### src/rtl/bnn_pkg.sv
// Shared BNN definitions: neuron count, reset weight table, transmit FSM states
// and nibble-phase encoding, common to the core and the weight-stream transmitter.
package bnn_pkg;

  localparam int unsigned NUM_NEURONS = 12;
  localparam int unsigned WEIGHT_W    = 8;
  localparam int unsigned NIBBLE_W    = 4;
  localparam int unsigned TBL_IDX_W   = $clog2(NUM_NEURONS);

  // Index 0..11: layer-1 neurons 0..7, then layer-2 neurons 0..3.
  localparam logic [WEIGHT_W-1:0] RESET_WEIGHTS [NUM_NEURONS] = '{
    8'hA0, 8'h41, 8'h7A, 8'h18, 8'hED, 8'hB7,
    8'h67, 8'h3A, 8'hF9, 8'h62, 8'hF7, 8'h0F
  };

  typedef enum logic [2:0] {
    ST_IDLE = 3'd0,
    ST_LO   = 3'd1,
    ST_HI   = 3'd2,
    ST_GAP  = 3'd3,
    ST_DONE = 3'd4
  } tx_state_e;

  typedef enum logic {
    PH_LO = 1'b0,
    PH_HI = 1'b1
  } nib_phase_e;

  // Entries beyond the shared table reset to zero.
  function automatic logic [WEIGHT_W-1:0] reset_weight(input int unsigned i);
    if (i < NUM_NEURONS) return RESET_WEIGHTS[TBL_IDX_W'(i)];
    return '0;
  endfunction

  function automatic logic [NIBBLE_W-1:0] nib_sel(input logic [WEIGHT_W-1:0] b,
                                                 input nib_phase_e ph);
    return (ph == PH_HI) ? b[7:4] : b[3:0];
  endfunction

endpackage

### src/rtl/bnn_weight_image.sv
// Local weight image: NUM_NEURONS x 8 register file with reset table,
// range-checked write port and combinational read.
module bnn_weight_image
  import bnn_pkg::*;
#(
  parameter int unsigned NUM_NEURONS = bnn_pkg::NUM_NEURONS,
  parameter int unsigned ADDR_W      = 4
) (
  input  logic              clk,
  input  logic              reset,
  input  logic              wr_en,
  input  logic              wr_allow,
  input  logic [ADDR_W-1:0] wr_addr,
  input  logic [7:0]        wr_data,
  input  logic [ADDR_W-1:0] rd_idx,
  output logic [7:0]        rd_data_c,
  output logic              wr_reject_c
);

  localparam int unsigned IDX_W = (NUM_NEURONS > 1) ? $clog2(NUM_NEURONS) : 1;

  logic [7:0] img [NUM_NEURONS];
  logic       addr_ok;
  logic       rd_ok;
  logic       wr_do;

  assign addr_ok     = 32'(wr_addr) < NUM_NEURONS;
  assign rd_ok       = 32'(rd_idx) < NUM_NEURONS;
  assign wr_do       = wr_en && wr_allow && addr_ok;
  assign wr_reject_c = wr_en && !(wr_allow && addr_ok);
  assign rd_data_c   = rd_ok ? img[IDX_W'(rd_idx)] : 8'h00;

  always_ff @(posedge clk or posedge reset) begin
    if (reset) begin
      for (int unsigned i = 0; i < NUM_NEURONS; i++) begin
        img[IDX_W'(i)] <= reset_weight(i);
      end
    end else if (wr_do) begin
      img[IDX_W'(wr_addr)] <= wr_data;
    end
  end

endmodule

### src/rtl/bnn_weight_stream_tx.sv
// Transmit end of the BNN nibble-serial weight-loading bus: streams the local
// weight image low nibble first on load_en/nibble, advancing only when ena=1.
module bnn_weight_stream_tx
  import bnn_pkg::*;
#(
  parameter int unsigned NUM_NEURONS = bnn_pkg::NUM_NEURONS,
  parameter int unsigned GAP_CYCLES  = 0,
  parameter int unsigned ADDR_W      = 4
) (
  input  logic              clk,
  input  logic              reset,
  input  logic              ena,
  input  logic              start,
  input  logic              abort,
  input  logic              wr_en,
  input  logic [ADDR_W-1:0] wr_addr,
  input  logic [7:0]        wr_data,
  output logic              load_en,
  output logic [3:0]        nibble,
  output logic              busy,
  output logic              done,
  output logic              wr_err
);

  localparam int unsigned GAP_W = (GAP_CYCLES > 1) ? $clog2(GAP_CYCLES) : 1;
  localparam logic [GAP_W-1:0]  GAP_LAST = GAP_W'((GAP_CYCLES > 0) ? GAP_CYCLES - 1 : 0);
  localparam logic [ADDR_W-1:0] IDX_LAST = ADDR_W'(NUM_NEURONS - 1);

  tx_state_e         state, state_d;
  logic [ADDR_W-1:0] idx, idx_d, idx_inc, rd_idx;
  logic [GAP_W-1:0]  gap_cnt, gap_d;
  logic              abort_pend, abort_d, abort_hit;
  logic              load_en_d, busy_d, done_d;
  logic [3:0]        nibble_d;
  logic [7:0]        rd_data_c;
  logic              wr_reject_c;
  logic              wr_allow;
  logic              wr_fwd;

  assign idx_inc   = idx + ADDR_W'(1);
  assign abort_hit = abort_pend || abort;
  assign wr_allow  = (state == ST_IDLE) || (state == ST_DONE);
  // A write landing on entry 0 together with start must reach the first nibble.
  assign wr_fwd    = wr_en && (wr_addr == '0);
  assign rd_idx    = (state == ST_HI || state == ST_GAP) ? idx_inc :
                     (state == ST_LO) ? idx : '0;

  bnn_weight_image #(
    .NUM_NEURONS (NUM_NEURONS),
    .ADDR_W      (ADDR_W)
  ) u_image (
    .clk         (clk),
    .reset       (reset),
    .wr_en       (wr_en),
    .wr_allow    (wr_allow),
    .wr_addr     (wr_addr),
    .wr_data     (wr_data),
    .rd_idx      (rd_idx),
    .rd_data_c   (rd_data_c),
    .wr_reject_c (wr_reject_c)
  );

  always_ff @(posedge clk or posedge reset) begin
    if (reset) begin
      state      <= ST_IDLE;
      idx        <= '0;
      gap_cnt    <= '0;
      abort_pend <= 1'b0;
      load_en    <= 1'b0;
      nibble     <= '0;
      busy       <= 1'b0;
      done       <= 1'b0;
      wr_err     <= 1'b0;
    end else begin
      state      <= state_d;
      idx        <= idx_d;
      gap_cnt    <= gap_d;
      abort_pend <= abort_d;
      load_en    <= load_en_d;
      nibble     <= nibble_d;
      busy       <= busy_d;
      done       <= done_d;
      wr_err     <= wr_reject_c;
    end
  end

  // Outputs are decoded from the next state so they line up with it after the edge.
  always_comb begin
    state_d   = state;
    idx_d     = idx;
    gap_d     = gap_cnt;
    abort_d   = abort_pend || (abort && state != ST_IDLE);
    load_en_d = load_en;
    nibble_d  = nibble;
    busy_d    = busy;
    done_d    = done;

    unique case (state)
      ST_IDLE: begin
        load_en_d = 1'b0;
        busy_d    = 1'b0;
        done_d    = 1'b0;
        abort_d   = 1'b0;
        if (start && ena) begin
          state_d   = ST_LO;
          idx_d     = '0;
          load_en_d = 1'b1;
          busy_d    = 1'b1;
          nibble_d  = nib_sel(wr_fwd ? wr_data : rd_data_c, PH_LO);
        end
      end
      ST_LO: begin
        if (ena) begin
          state_d  = ST_HI;
          nibble_d = nib_sel(rd_data_c, PH_HI);
        end
      end
      ST_HI: begin
        if (ena) begin
          if (idx == IDX_LAST) begin
            state_d   = ST_DONE;
            load_en_d = 1'b0;
            busy_d    = 1'b0;
            done_d    = 1'b1;
          end else if (abort_hit) begin
            state_d   = ST_IDLE;
            load_en_d = 1'b0;
            busy_d    = 1'b0;
            abort_d   = 1'b0;
          end else if (GAP_CYCLES > 0) begin
            state_d   = ST_GAP;
            gap_d     = '0;
            load_en_d = 1'b0;
          end else begin
            state_d  = ST_LO;
            idx_d    = idx_inc;
            nibble_d = nib_sel(rd_data_c, PH_LO);
          end
        end
      end
      ST_GAP: begin
        if (ena) begin
          if (gap_cnt == GAP_LAST) begin
            gap_d = '0;
            if (abort_hit) begin
              state_d = ST_IDLE;
              busy_d  = 1'b0;
              abort_d = 1'b0;
            end else begin
              state_d   = ST_LO;
              idx_d     = idx_inc;
              load_en_d = 1'b1;
              nibble_d  = nib_sel(rd_data_c, PH_LO);
            end
          end else begin
            gap_d = gap_cnt + GAP_W'(1);
          end
        end
      end
      ST_DONE: begin
        if (ena) begin
          state_d = ST_IDLE;
          done_d  = 1'b0;
          abort_d = 1'b0;
        end
      end
      default: begin
        state_d   = ST_IDLE;
        load_en_d = 1'b0;
        busy_d    = 1'b0;
        done_d    = 1'b0;
      end
    endcase
  end

endmodule

### config.mk
export PLATFORM = sky130hd
export DESIGN_NAME = bnn_weight_stream_tx
export DESIGN_NICKNAME = d
export VERILOG_FILES = /design/src/rtl/bnn_pkg.sv /design/src/rtl/bnn_weight_image.sv /design/src/rtl/bnn_weight_stream_tx.sv
export SDC_FILE = /design/constraint.sdc
export NUM_CORES = 1
export LEC_CHECK = 0
export BUFFER_PORTS_ARGS = -buffer_cell sky130_fd_sc_hd__buf_4
export CAP_MARGIN = 20
export CORE_ASPECT_RATIO = 0.5
export CORE_MARGIN = 10
export CORE_UTILIZATION = 62
export CTS_CLUSTER_SIZE = 40
export DETAILED_ROUTE_END_ITERATION = 7
export PLACE_DENSITY = 0.85
export SYNTH_ARGS = -nofsm -noshare
export SYNTH_HDL_FRONTEND = slang
export SYNTH_SLANG_ARGS = --single-unit
### constraint.sdc
create_clock -name clk -period 4.1 [get_ports clk]
set_input_delay 0 -clock clk [delete_from_list [all_inputs] [get_ports clk]]
set_output_delay 0 -clock clk [all_outputs]
set_load 0.05 [all_outputs]
==> metrics, run 1 <==
GRT busiest layer met2; max cap viols 0; relative slew slack 0.337; Max Fclk 0.359 GHz; leak pwr 0.00275 uW; worst vdd ir 0.311 mV; crit path max fanout 31; post-route DRC violation count 0; Yosys top cell area share 0.257; ys async rst share 1.00; vias in the first global route 4318; Iteration-0 DRC Markers 554; DR WL/cell 22.6 um; GR Util met2 0.344; synthesized instance count 518; Num CTS Buffers 9; crit start category flip-flop; Hold-fix buffers, CTS 9; GR met3 Demand/Resource 0.0605; GR met1 Demand/Resource 0.291; final hold vios 0; setup violators final 0; Final Util 0.722; Crit Path Category reg2reg; synthesis-to-finish area growth 10.6%; RSZ-0062 raised after global routing no; global route overflow 0; DIE WIDTH 157 um; RePlAce Congestion 0.943; syn nets 537; Finished Cell Area 6460 um2; Port Buffer Count 25; post-detailed-placement half-perimeter wirelength 9810 um; post-synth top area cell dfrtp_1; mapped cell area 5840 um2; WL final 14800 um; share of post-route cells with drive strength above 1 0.380; clock latency on the worst-skew pair 0.36 ns; WP data arrival 3.02 ns; Initial Util 0.652; Post-synth EDFFs 0; kind of end point of the critical path flip-flop; Clock Pin Slew Worst Setup and Hold Paths 0.07 ns; All-Layer GR Usage 0.221; Yosys cell types 62; number of synthesized register bits 112; compound-gate portion of the synthesized area 0.112; top_reg_cell synth dfrtp_1; most frequent cells after synthesis 91 x mux2_2, 64 x nand2_1, 60 x dfrtp_1; placement row count 24; outcome finished, final reports clean; crit share post-route 0.679; post-CTS setup buffer count 0; Longest Clk Path Bufs 2; ANT nets after route 0; Final Max Slew Viols 0; mux contribution to synthesized area 0.223; drt pass-1 iters 5; I/O Pins 26; core area 8950 um2; fin nets 553; vias 4391; R2R depth 7; CTS tree yes; combinational family with the most area after synthesis multiplexers; Synth Area in XOR/XNOR 0.00300; CTS Sinks 112; Synth area leaders dfrtp_1 26%, dfstp_2 23%, mux2_2 18%; pin count of the biggest net entering global routing 83; Synth Area in Adders 0.00214; fillers 604; # resized after CTS 0; Critical Path RT 4.33 ns; post-synthesis sequential area ratio 0.491; worst slew pin tran 0.994 ns; initial antenna violation count 0; yosys warns 0; first-pass GRT wire length 23700 um; Final Skew 0.0125 ns; die footprint 13900 um2; clk root buf clkbuf_16; HP Class in2reg; DP Area 6040 um2; Worst Hold Depth 4; most frequent cell after synthesis mux2_2; Post-Route Setup TNS 0 ns; Post-Syn Area per Cell 11.3 um2; power per cell area 740 nW/um2; via-per-instance ratio 6.69; simple-gate share of the synthesized area 0.137; htree depth 3; Diodes inserted 0; fin crit period 2.78 ns; die height 88.6 um
layout make-up:
type / instances / area, um2 / share of cell area
timing repair buffer: 37 / 300 / 0.0465
sequential: 112 / 2870 / 0.444
clock buffer: 11 / 243 / 0.0376
inverter: 7 / 28.8 / 0.00446
clock inverter: 5 / 85.1 / 0.0132
tap: 117 / 146 / 0.0227
multi-input combinational: 367 / 2790 / 0.432
layer usage:
layer,vias to the layer above,routed length [um]
met5,-,0
met4,0,399
met3,45,1390
met1,2193,6340
li1,1928,-
met2,225,6690
worst max-delay path: stages, from the launching register on:
cell and delay [ns]:
dfrtp_1 0.89, nand2_1 0.39, a21oi_2 0.26, buf_4 0.32, mux2i_1 0.26, a221oi_1 0.11
a211oi_1 0.29, o22ai_1 0.13
placed cells by master (no fill, tap or decap), types with 3 or more instances in the layout:
cell type,count
mux2_2,91
nand2_1,64
dfrtp_1,60
dfstp_2,52
buf_4,28
mux2i_1,25
o21ai_0,22
nor2_1,19
a21oi_1,13
nand3_1,11
a211oi_1,10
a21o_1,10
clkbuf_16,9
dlygate4sd3_1,9
and3_1,8
nand4_1,8
o22ai_1,8
nor2b_1,7
a32oi_1,6
inv_1,6
nand2b_1,5
a31oi_1,5
a41oi_1,4
and2_1,4
nand3b_1,3
a221oi_1,3
report_power, final:
part / internal [uW] / switching [uW] / total [uW]
sequential: 1760 / 348 / 2110
combinational: 773 / 928 / 1700
clock: 557 / 411 / 968
per-stage QoR:
step	hold WS, ns	setup slack [ns]	std cells	power, uW
6_report	0.0153	1.32	656	4780
5_1_grt	0.0152	1.11	656	5020
4_1_cts	0.00142	1.38	656	4750
3_5_place_dp	0.296	1.42	631	3750
3_3_place_gp	0.285	1.51	631	3670
2_1_floorplan	0.143	1.23	518	3320
logic make-up (layout without fill, tap and decap cells):
family | count (synthesis) | in the layout
AO/OA/AOI/OAI | 96 | 96
XOR/XNOR | 2 | 2
adder cells (fa/ha/maj) | 1 | 1
buffers and inverters | 39 | 60
flip-flops | 112 | 112
multiplexers | 118 | 118
AND/OR/NAND/NOR | 150 | 150
registers in the layout, indices dropped and copies added, names as in the netlist, 3 cells and up:
signal / count
nibble: 4
idx: 4
state: 3
u_image.img: 96
worst paths after layout:
kind / start / to / slack (ns)
max: state[1] / nibble[3] / 1.32
min: abort / state[0] / 0.02
max reg2reg: state[1] / nibble[3] / 1.32
min reg2reg: u_image.img[80] / u_image.img[80] / 0.49
max in group asynchronous: reset / u_image.img[36] / 2.63
min in group asynchronous: reset / u_image.img[25] / 0.42
(Power assumes the default switching activity.)
==> run 2: changes to the inputs <==
CORE_UTILIZATION = 56   (was 62)
PLACE_DENSITY = 0.81   (was 0.85)
clock period = 2.4 ns   (was 4.1 ns; I/O delays follow)
==> run 2 against run 1 <==
Against the previous run: wire length is 3.7% lower; largest power group unchanged; sequential power increased by 68%; clock skew is 0.0035 ns lower; final area rose by 2.9%; largest cell class unchanged; core utilization fell by 6.9 points; highest routed layer unchanged.
==> metrics, run 2 (synthesis results as in run 1) <==
die height 92.2 um (+4.0%); max reg flops 96 (unchanged); outcome finished, final reports clean; Comb power frac 0.379 (+0.023); Num CTS Buffers 9 (unchanged); post-CTS setup buffer count 0 (unchanged); pin count of the biggest net entering global routing 44 (-47%); Final Skew 0.00900 ns (-0.00346 ns); vias in the first global route 4321 (+0.069%); die footprint 15200 um2 (+8.8%); All-Layer GR Usage 0.191 (-0.0304); max cap viols 0 (unchanged); clock power share 0.183 (-0.020); ANT nets after route 0 (unchanged); crit start category flip-flop; CTS Sinks 112 (unchanged); RSZ-0062 raised after global routing yes; RePlAce Congestion 0.959 (+1.7%); crit share post-route 0.959 (+0.280); DR WL/cell 20.5 um (-9.4%); Design Power 8100 uW (+69%); Final Max Slew Viols 0 (unchanged); worst vdd ir 0.497 mV (+60%); Port Buffer Count 25 (unchanged); initial antenna violation count 0 (unchanged); sw frac 0.357 (+0.00382); post-detailed-placement half-perimeter wirelength 10100 um (+2.6%); worst slew pin tran 0.841 ns (-0.153 ns); share of post-route cells with drive strength above 1 0.406 (+0.0254); vias 4381 (-0.23%); power per cell area 1220 nW/um2 (+65%); kind of end point of the critical path flip-flop; global route overflow 0 (unchanged); fin nets 571 (+3.3%); synthesis-to-finish area growth 13.9%; relative slew slack 0.438 (+0.101); WP data arrival 2.54 ns (-0.48 ns); most frequent cells in the layout 91 x mux2_2, 64 x nand2_1, 60 x dfrtp_1; Switch Pwr 2890 uW (+71%); DIE WIDTH 164 um (+4.6%); CTS tree yes; Critical Path RT 2.64 ns (-1.69 ns); clk root buf clkbuf_16; fillers 751 (+24%); leak pwr 0.00284 uW (+3.4%); Finished Cell Area 6650 um2 (+2.9%); DP Area 6240 um2 (+3.4%); Crit Path Category reg2reg; clock latency on the worst-skew pair 0.35 ns (about the same); Top Registers u_image.img (96), idx (4), nibble (4); core area 10200 um2 (+14%); placement row count 26 (+8.3%); Longest Clk Path Bufs 2 (unchanged); fin crit period 2.30 ns (-0.482 ns); Diodes inserted 0 (unchanged); Clock Pin Slew Worst Setup and Hold Paths 0.07 ns (about the same); Post-Route Setup TNS 0 ns (unchanged); Max Fclk 0.435 GHz (+21%); via-per-instance ratio 6.29 (-6.1%); Top reg by flops u_image.img; drt pass-1 iters 5 (unchanged); final hold vios 0 (unchanged); crit path max fanout 18 (-42%); first-pass GRT wire length 23100 um (-2.7%); Iteration-0 DRC Markers 416 (-25%); commonest non-fill, non-tap cell in the layout mux2_2; I/O Pins 26 (unchanged); Initial Util 0.573 (-0.0790); setup violators final 0 (unchanged); sequential share of power 0.438 (-0.004); post-route DRC violation count 0 (unchanged); htree depth 3 (unchanged); internal power 5210 uW (+68%); HP Class in2reg; WL final 14300 um (-3.7%)
## run 2: changes by cell type in the layout (fill, tap and decap cells not counted), moves of 2 or more
cell | before | now
clkinv_4 | 0 | 2
bufinv_16 | 2 | 0
buf_4 | 28 | 43
buf_12 | 0 | 3
## run 2: area by class of cell
class	count	area (um2)	area share
clock buffer	10	239	0.0359
clock inverter	6	61.3	0.00922
inverter	7	30.0	0.00452
multi-input combinational	367	2800	0.421
sequential	112	2870	0.431
tap	140	175	0.0264
timing repair buffer	55	473	0.0711
## run 2: final timing paths
kind | startpoint | to | slack, ns | depth (start not counted)
max | state[1] | u_image.img[87] | 0.1 | 4
min | wr_data[7] | u_image.img[79] | 0.01 | 2
max reg2reg | state[1] | u_image.img[87] | 0.1 | 4
min reg2reg | u_image.img[80] | u_image.img[80] | 0.48 | 2
max in group asynchronous | reset | u_image.img[56] | 1.29 | 4
min in group asynchronous | reset | u_image.img[18] | 0.36 | 3
## run 2: routing by layer
layer | share of wire | global-route usage | vias to the layer above
li1 | - | - | 1973
met1 | 0.45 | 0.254 | 2228
met2 | 0.46 | 0.297 | 156
met3 | 0.074 | 0.0513 | 24
met4 | 0.018 | 0.0638 | 0
met5 | 0 | 0 | -
## run 2: timing repair
item | in CTS | in global routing
gates resized for setup | 0 | 3
hold buffers | 9 | 0
endpoints found under the setup margin | 0 | 9
endpoints found under the hold margin | 46 | 0
## run 2: critical path: stages, from the launching register on
cell and delay (ns):
dfrtp_1 0.56, or2_1 0.47, nor3_1 0.35, nand2_1 0.40, mux2_2 0.41
## run 2: power groups by stage
stage	registers, uW	logic (uW)	clock network [uW]
finish	3550	3070	1480
global route	3650	3310	1580
CTS	3530	3040	1500
detailed placement	3550	3000	0
global placement	3500	2920	0
floorplan	3530	2130	0
## run 2: stage by stage
| step | utilization | setup slack [ns] | hold WS, ns | cells |
|---|---|---|---|---|
| global route | 0.653 | -0.0208 | 0.0107 | 697 |
| detailed placement | 0.613 | 0.128 | 0.210 | 672 |
| CTS | 0.652 | 0.117 | 0.000254 | 697 |
| finish | 0.653 | 0.0988 | 0.0101 | 697 |
| global placement | 0.613 | 0.226 | 0.201 | 672 |
| floorplan | - | 0.381 | 0.143 | 518 |
